--- src/rtl/priority_encoder_pipe.sv ---
// Registered N-bit priority encoder with a valid/ack output hold.
// Define PRIO_RR_EN to compile in rotating (round-robin) priority.
module priority_encoder_pipe #(
  parameter int N = 8,
  parameter int W = 3
) (
  input  logic         clk,
  input  logic         rst_n,
  input  logic         en,
  input  logic [N-1:0] I,
  input  logic         ack,
  output logic [W-1:0] F,
  output logic         valid,
  output logic         multi
);

  logic         load;
  logic         hit;
  logic         many;
  logic [W-1:0] win;

  assign load = !valid || ack;
  assign hit  = en && (|I);
  // Clearing the lowest set bit leaves something only if two or more were set.
  assign many = |(I & (I - N'(1)));

`ifdef PRIO_RR_EN
  logic [W-1:0] ptr;

  function automatic int unsigned rr_idx(input logic [W-1:0] p, input int unsigned j);
    int unsigned s;
    s = int'(p) + 1 + j;
    return (s >= unsigned'(N)) ? s - unsigned'(N) : s;
  endfunction

  // Scan from ptr+1 up around to ptr; later hits override, so ptr wins.
  always_comb begin
    win = '0;
    for (int unsigned j = 0; j < unsigned'(N); j++) begin
      if (|(I & (N'(1) << rr_idx(ptr, j)))) win = W'(rr_idx(ptr, j));
    end
  end

  always_ff @(posedge clk or negedge rst_n) begin
    if (!rst_n) begin
      ptr <= W'(N - 1);
    end else if (load && hit) begin
      ptr <= (win == '0) ? W'(N - 1) : win - W'(1);
    end
  end
`else
  always_comb begin
    win = '0;
    for (int unsigned j = 0; j < unsigned'(N); j++) begin
      if (|(I & (N'(1) << j))) win = W'(j);
    end
  end
`endif

  always_ff @(posedge clk or negedge rst_n) begin
    if (!rst_n) begin
      F     <= '0;
      valid <= 1'b0;
      multi <= 1'b0;
    end else if (load) begin
      if (hit) begin
        F     <= win;
        valid <= 1'b1;
        multi <= many;
      end else begin
        valid <= 1'b0;
        multi <= 1'b0;
      end
    end
  end

endmodule

--- config.mk ---
export PLATFORM = sky130hd
export DESIGN_NAME = priority_encoder_pipe
export DESIGN_NICKNAME = d
export VERILOG_FILES = /design/src/rtl/priority_encoder_pipe.sv
export SDC_FILE = /design/constraint.sdc
export NUM_CORES = 1
export LEC_CHECK = 0
export ABC_AREA = 1
export CAP_MARGIN = 20
export CORE_AREA = 3 3 40 42
export CTS_CLUSTER_DIAMETER = 200
export DETAILED_ROUTE_END_ITERATION = 8
export DIE_AREA = 0 0 43 45
export HOLD_SLACK_MARGIN = 0.02
export PLACE_DENSITY = 0.55
export SKIP_LAST_GASP = 1
export SYNTH_ARGS = -nofsm -noshare
export SYNTH_HDL_FRONTEND = slang
export SYNTH_SLANG_ARGS = --single-unit
--- constraint.sdc ---
create_clock -name clk -period 1.1 [get_ports clk]
set_clock_uncertainty 0.05 [all_clocks]
set_input_delay 0.275 -clock clk [delete_from_list [all_inputs] [get_ports clk]]
set_output_delay 0.275 -clock clk [all_outputs]
set_load 0.02 [all_outputs]
======== Word level (Yosys, flattened, before mapping) ========
Cells that the tools add are included.
word-level totals
  bits in registers ....................... 5
  input bits .............................. 12
  word-level logic and storage cells ...... 20
operators by class
  $add $sub $neg .......................... 1
  mux-type cells .......................... 9
  bitwise logic cells ..................... 1
  reduce and logical (&&, ||, !) cells .... 6
operators with widths
  kind                 number
  $reduce_or 8->1      2
  $mux 3               4
  $and 8x8->8          1
  $sub 8x1->8 const B  1
  $mux 2               2
  $mux 1               3
  $reduce_and 2->1     1
  $logic_and 1x1->1    1
  $logic_not 1->1      1
  $logic_or 1x1->1     1

======== Depth between registers and ports, before layout ========
Gate-level depths: netlist (run 1).
  word-level depth ........................ 7
  depth in mapped cells ................... 9
  depth with buffers taken out ............ 9

======== Worst setup path after synthesis (run 1) ========
No wires, ideal clock.
  path type ............................... register to register
  from .................................... reg valid
  to ...................................... reg F[1]
  setup time .............................. 0.076 ns
  arrival ................................. 0.931 ns
  setup slack ............................. 0.043 ns
  stages on the path, launching flop included .. 7
  buffers on the path ..................... 0
  period minus slack after synthesis ...... 1.057 ns
  cells stage by stage .................... dfrtp_1 inv_1 nor2_1 inv_1 nand3_4 nand2_1 o21ai_1
between the ends
  cells in the longest elaborated chain, start to end .. 3
ends and longest elaborated chain
  item                        line  source
  from (decl)                 13    output logic valid,
  from (signal assigned)      63    valid <= 1'b0;
  from (signal assigned)      68    valid <= 1'b1;
  from (signal assigned)      71    valid <= 1'b0;
  $logic_not 1->1             22    assign load = !valid || ack;
  $logic_or 1x1->1            22
  $reduce_and 2->1 (no line)  --
  to (signal assigned)        67    F <= win;
  to (decl)                   12    output logic [W-1:0] F,
No other way between the ends.
A chain may end at the register's enable or synchronous reset.

======== Final worst setup path (run 1) ========
  from .................................... reg F[0]
  to ...................................... out F[0]
No word-level cell between the ends.

==> metrics, run 1 <==
status complete, but fails checks; failing checks negative setup slack; Die X 43 um; post-synth top area cell dfrtp_1; Nets 98; slack of the critical path -0.000379 ns; largest net degree at the start of global routing 7; RSZ-0062 raised after global routing true; Worst setup SP type register; HP Class primary input to async pin; Port Buf Inserts 16; max-cap viol count 0; CP Capture Type output pin; CP bufs+invs 1; crit-path max FO 2; #FFs+latches synth 5; area grow syn2layout 80.9%; Detail Route Antenna Nets 0; Total Wirelength 910 um; H-tree levels 1; asr flop ratio synth 1.00; hold_ws 0.216 ns; layout cells sized above 1 0.318; TritonCTS buffer count 3; Post-synth top flop dfrtp_1; Ys Warns 0; grt total ovfl 0; drt pass-1 iters 2; post-DR wirelength/cell 9.10 um; row cnt 13; clock buffer depth 2; Hold Buf Count CTS 0; max incr delay on CP 0.40 ns; die height 45 um; DRT iter0 DRCs 3; Least-Margin Pin Slew 0.259 ns; slew margin rel. 0.827; Top delay family on crit path flip-flops; Post-synth EDFFs 0; most frequent cells after synthesis nand2_1 (25), inv_1 (10), dfrtp_1 (5), nor2_1 (5); syn nets 69; ant diodes 0; synthesized instance count 57; pre-CTS setup slack -0.394 ns; Placer Congestion 0.731; Worst-path clk slew 0.05 ns; Die Footprint 1940 um2; Filler cells 143; Critical Path RT 0.77 ns; Initial Util 0.276; DP Area 586 um2; core area 1280 um2; worst-path cell chain buf_6; Clock Tree Root clkbuf_4; final hold violation count 0; Final Cycle Share 1.00; Finish-stage setup viols 1; Mapped Area 354 um2; Num Clock Sinks 5; top post-synthesis cells by area dfrtp_1 (35%), nand2_1 (27%), inv_1 (11%); Arr. time, crit path 0.78 ns; synth unique cells 13; placed cell count 95; critical path class register to output pin; antenna violations before repair 0; most frequent cell after synthesis nand2_1; syn_area_per_cell 6.21 um2; Total GRT Usage 0.113; vias in the first global route 413; pins over their slew limit 0; DRC errors left 0; total number of vias 403; Synth top area share 0.353; Via density 4.03; peak supply drop 0.000469 V; slowest cell on the critical path dfrtp_1; fin cells 100; f_max 0.909 GHz; P per Cell Area 1070 nW/um2; Final Cell Area 641 um2; Seq/Total Area, Yosys 0.353; DP HPWL 749 um; TritonCTS clock tree done; IO Pins 17; Final min period 1.10 ns; Pleak 0.363 nW; Clock Latency Late Sink 0.24 ns; first-pass GRT wire length 1610 um
-- cells in the final DEF (no fill, tap or decap), drive strengths merged, types with 2 or more instances in the layout --
cell type / instances
buf: 13
inv: 11
nand2: 27
o21ai: 3
clkdlybuf4s50: 2
dlygate4sd2: 8
nor2: 7
dfrtp: 5
clkbuf: 4
-- path summary, 6_finish.rpt --
kind,start,end,slack (ns),cells after the start
max,F[0],F[0],-0.0004,1
min,rst_n,valid,0.22,1
max reg2reg,valid,F[1],0.10,6
min reg2reg,multi,multi,0.46,2
max in group asynchronous,rst_n,F[0],0.58,1
min in group clk,ack,multi,0.31,4
-- cell type report --
class | instances | area (um2) | area share
sequential | 5 | 125 | 0.195
inverter | 11 | 41.3 | 0.0645
timing repair buffer | 24 | 219 | 0.342
clock buffer | 4 | 26.3 | 0.0410
multi-input combinational | 41 | 210 | 0.328
tap | 15 | 18.8 | 0.0293
-- power by group --
group          total (mW)  leakage [nW]  internal [mW]  switching, mW
Combinational       0.240         0.290          0.125          0.116
Clock               0.218        0.0150          0.137         0.0804
Sequential          0.227        0.0580          0.209         0.0182
Total               0.686         0.363          0.472          0.214
-- metal layers --
metal / routed length, um / track usage
met1: 418 / 0.131
met2: 457 / 0.183
met3: 34 / 0.0598
met4: 0 / 0.0361
met5: 0 / 0
-- through the flow --
step / power, mW / TNS, ns / utilization
finish: 0.686 / -0.000379 / 0.499
global route: 0.739 / -0.0924 / 0.499
CTS: 0.652 / -0.0188 / 0.456
detailed placement: 0.453 / -2.59 / 0.456
global placement: 0.452 / -2.62 / 0.456
floorplan: 0.320 / 0 / -
-- sequential cells by signal (all words and copies together), names as in the netlist --
name   count
F          3
multi      1
valid      1
-- cells by family (layout without fill, tap and decap cells) --
group	count (synthesis)	in the layout	share of synthesized area
buffers and inverters	11	39	0.117
DFF	5	5	0.353
AOI/OAI and AO/OA	5	5	0.0777
and+or+nand+nor	36	36	0.452
-- timing repair --
action,4_1_cts,5_1_grt
pin swaps,7,1
gates cloned,0,0
setup endpoints to repair,10,10
buffers inserted,0,1
resized for setup,32,15
No activity file was read; power rests on OpenSTA's default activity.
==> inputs of run 2 (changes only) <==
--- a/config.mk
+++ b/config.mk
@@ -8,6 +8,7 @@
 export ABC_AREA = 1
 export CAP_MARGIN = 20
 export CORE_AREA = 3 3 40 42
+export CTS_BUF_LIST = sky130_fd_sc_hd__clkbuf_4
 export CTS_CLUSTER_DIAMETER = 200
 export DETAILED_ROUTE_END_ITERATION = 8
 export DIE_AREA = 0 0 43 45
==> constraint.sdc (replaced) <==
create_clock -name clk -period 1.2 [get_ports clk]
set_clock_uncertainty 0.05 [all_clocks]
set_input_delay 0.3 -clock clk [delete_from_list [all_inputs] [get_ports clk]]
set_output_delay 0.3 -clock clk [all_outputs]
set_load 0.02 [all_outputs]
==> run 2 against run 1 <==
The flow now finishes without violations; routed wire length decreased by 5.6%; non-clock buffer count decreased by 1; via count decreased by 0.25%; core utilization decreased by 3.5 points.
==> metrics, run 2 (synthesis results as in run 1) <==
P per Cell Area 1020 nW/um2; Via density 4.06; Initial Util 0.276; Register Area 125 um2; fin cells 99; gr busiest metal met2; row cnt 13; H-tree levels 1; Internal 0.421 mW; met2 GRT Util 0.171; routing usage on met1 0.138; DRT iter0 DRCs 4; worst-path cell chain buf_2; placed cell count 95; Total GRT Usage 0.113; grt total ovfl 0; largest net degree at the start of global routing 7; crit-path max FO 2; first-pass GRT wire length 1600 um; Crit. path cell count 1; register name with the most flops F; area grow syn2layout 68.2%; slowest cell on the critical path dfrtp_1; vias in the first global route 402; clock buffer depth 2; Die X 43 um; DRC errors left 0; most frequent cells in the layout nand2_1 (25), inv_1 (10), dlygate4sd2_1 (8), buf_4 (7); status complete, no violations; max incr delay on CP 0.38 ns; Psw 0.188 mW; Critical Path RT 0.85 ns; Top delay family on crit path flip-flops; Nets 97; IO Pins 17; Final min period 1.14 ns; hold_ws 0.241 ns; RSZ-0062 raised after global routing false; f_max 0.878 GHz; DP HPWL 749 um; max reg flops 3; Pleak 0.341 nW; setup bufs post-CTS 0; Placer Congestion 0.731; critical path class register to output pin; DP Area 586 um2; CP Capture Type output pin; Clock Latency Late Sink 0.24 ns; pins over their slew limit 0; commonest non-fill, non-tap cell in the layout nand2_1; biggest regs F: 3 flops, multi: 1 flops, valid: 1 flops; slew margin rel. 0.826; Reg2Reg Depth 6; Filler cells 146; Arr. time, crit path 0.79 ns; sequential share of power 0.332; met3 Usage GRT 0.0598; Die Footprint 1940 um2; Final Cycle Share 0.950; Clock Tree Root clkbuf_4; CP bufs+invs 1; TritonCTS clock tree done; Num Clock Sinks 5; HP Class primary input to async pin; Final Util 0.463; TritonCTS buffer count 3; switching share of total power 0.309; Final Cell Area 596 um2; Least-Margin Pin Slew 0.260 ns; final hold violation count 0; max-cap viol count 0; Worst-path clk slew 0.05 ns; Clock power frac 0.368; ant diodes 0; Worst setup SP type register; Port Buf Inserts 16; Detail Route Antenna Nets 0; Combinational Power Share 0.299; core area 1280 um2; die height 45 um; Total Wirelength 859 um; antenna violations before repair 0; drt pass-1 iters 2; layout cells sized above 1 0.298; peak supply drop 0.000385 V; setup_tns 0 ns; Finish-stage setup viols 0; area of the multi-input gates 203 um2; total number of vias 402; post-DR wirelength/cell 8.68 um
[run 2: cell types whose count changed in the layout (fill, tap and decap cells not counted), sizes merged]
| cell | previous run | this run |
|---|---|---|
| buf | 13 | 12 |
| clkdlybuf4s50 | 2 | 3 |
| dlymetal6s2s | 1 | 0 |
[run 2: what timing repair did]
action,CTS,global route
resized for setup,31,2
hold buffers,0,0
endpoints found under the hold margin,0,0
setup endpoints to repair,9,4
pin swaps,6,0
cloned,0,0
[run 2: power by group through the flow]
stage	Combinational (mW)	Sequential (mW)	Clock, mW
after floorplan	0.0595	0.234	0
after global placement	0.209	0.205	0
after detailed placement	0.210	0.206	0
after CTS	0.181	0.203	0.230
after global routing	0.205	0.205	0.248
final	0.182	0.202	0.224
[run 2: layout make-up]
type                    instances  area share
clock buffers                   4      0.0504
inverters                      11      0.0693
multi-input cells              41       0.340
flip-flops and latches          5       0.210
well taps                      15      0.0315
repair buffers                 23       0.298
[run 2: stage by stage]
stage,setup WS [ns],power [mW]
finish,0.0606,0.609
global route,0.0106,0.658
CTS,0.00205,0.614
detailed placement,-0.319,0.416
global placement,-0.338,0.414
floorplan,0.143,0.293
[run 2: path summary, 6_finish.rpt]
check | to | from | slack, ns
max | F[0] | F[0] | 0.06
min | valid | rst_n | 0.24
max reg2reg | F[1] | valid | 0.19
min reg2reg | multi | multi | 0.43
max in group asynchronous | F[2] | rst_n | 0.65
min in group clk | multi | multi | 0.43
[run 2: routing by layer]
layer	up-vias	share of wire
met2	8	0.48
met3	0	0.042
met5	-	0
met1	170	0.48
li1	224	-
met4	0	0
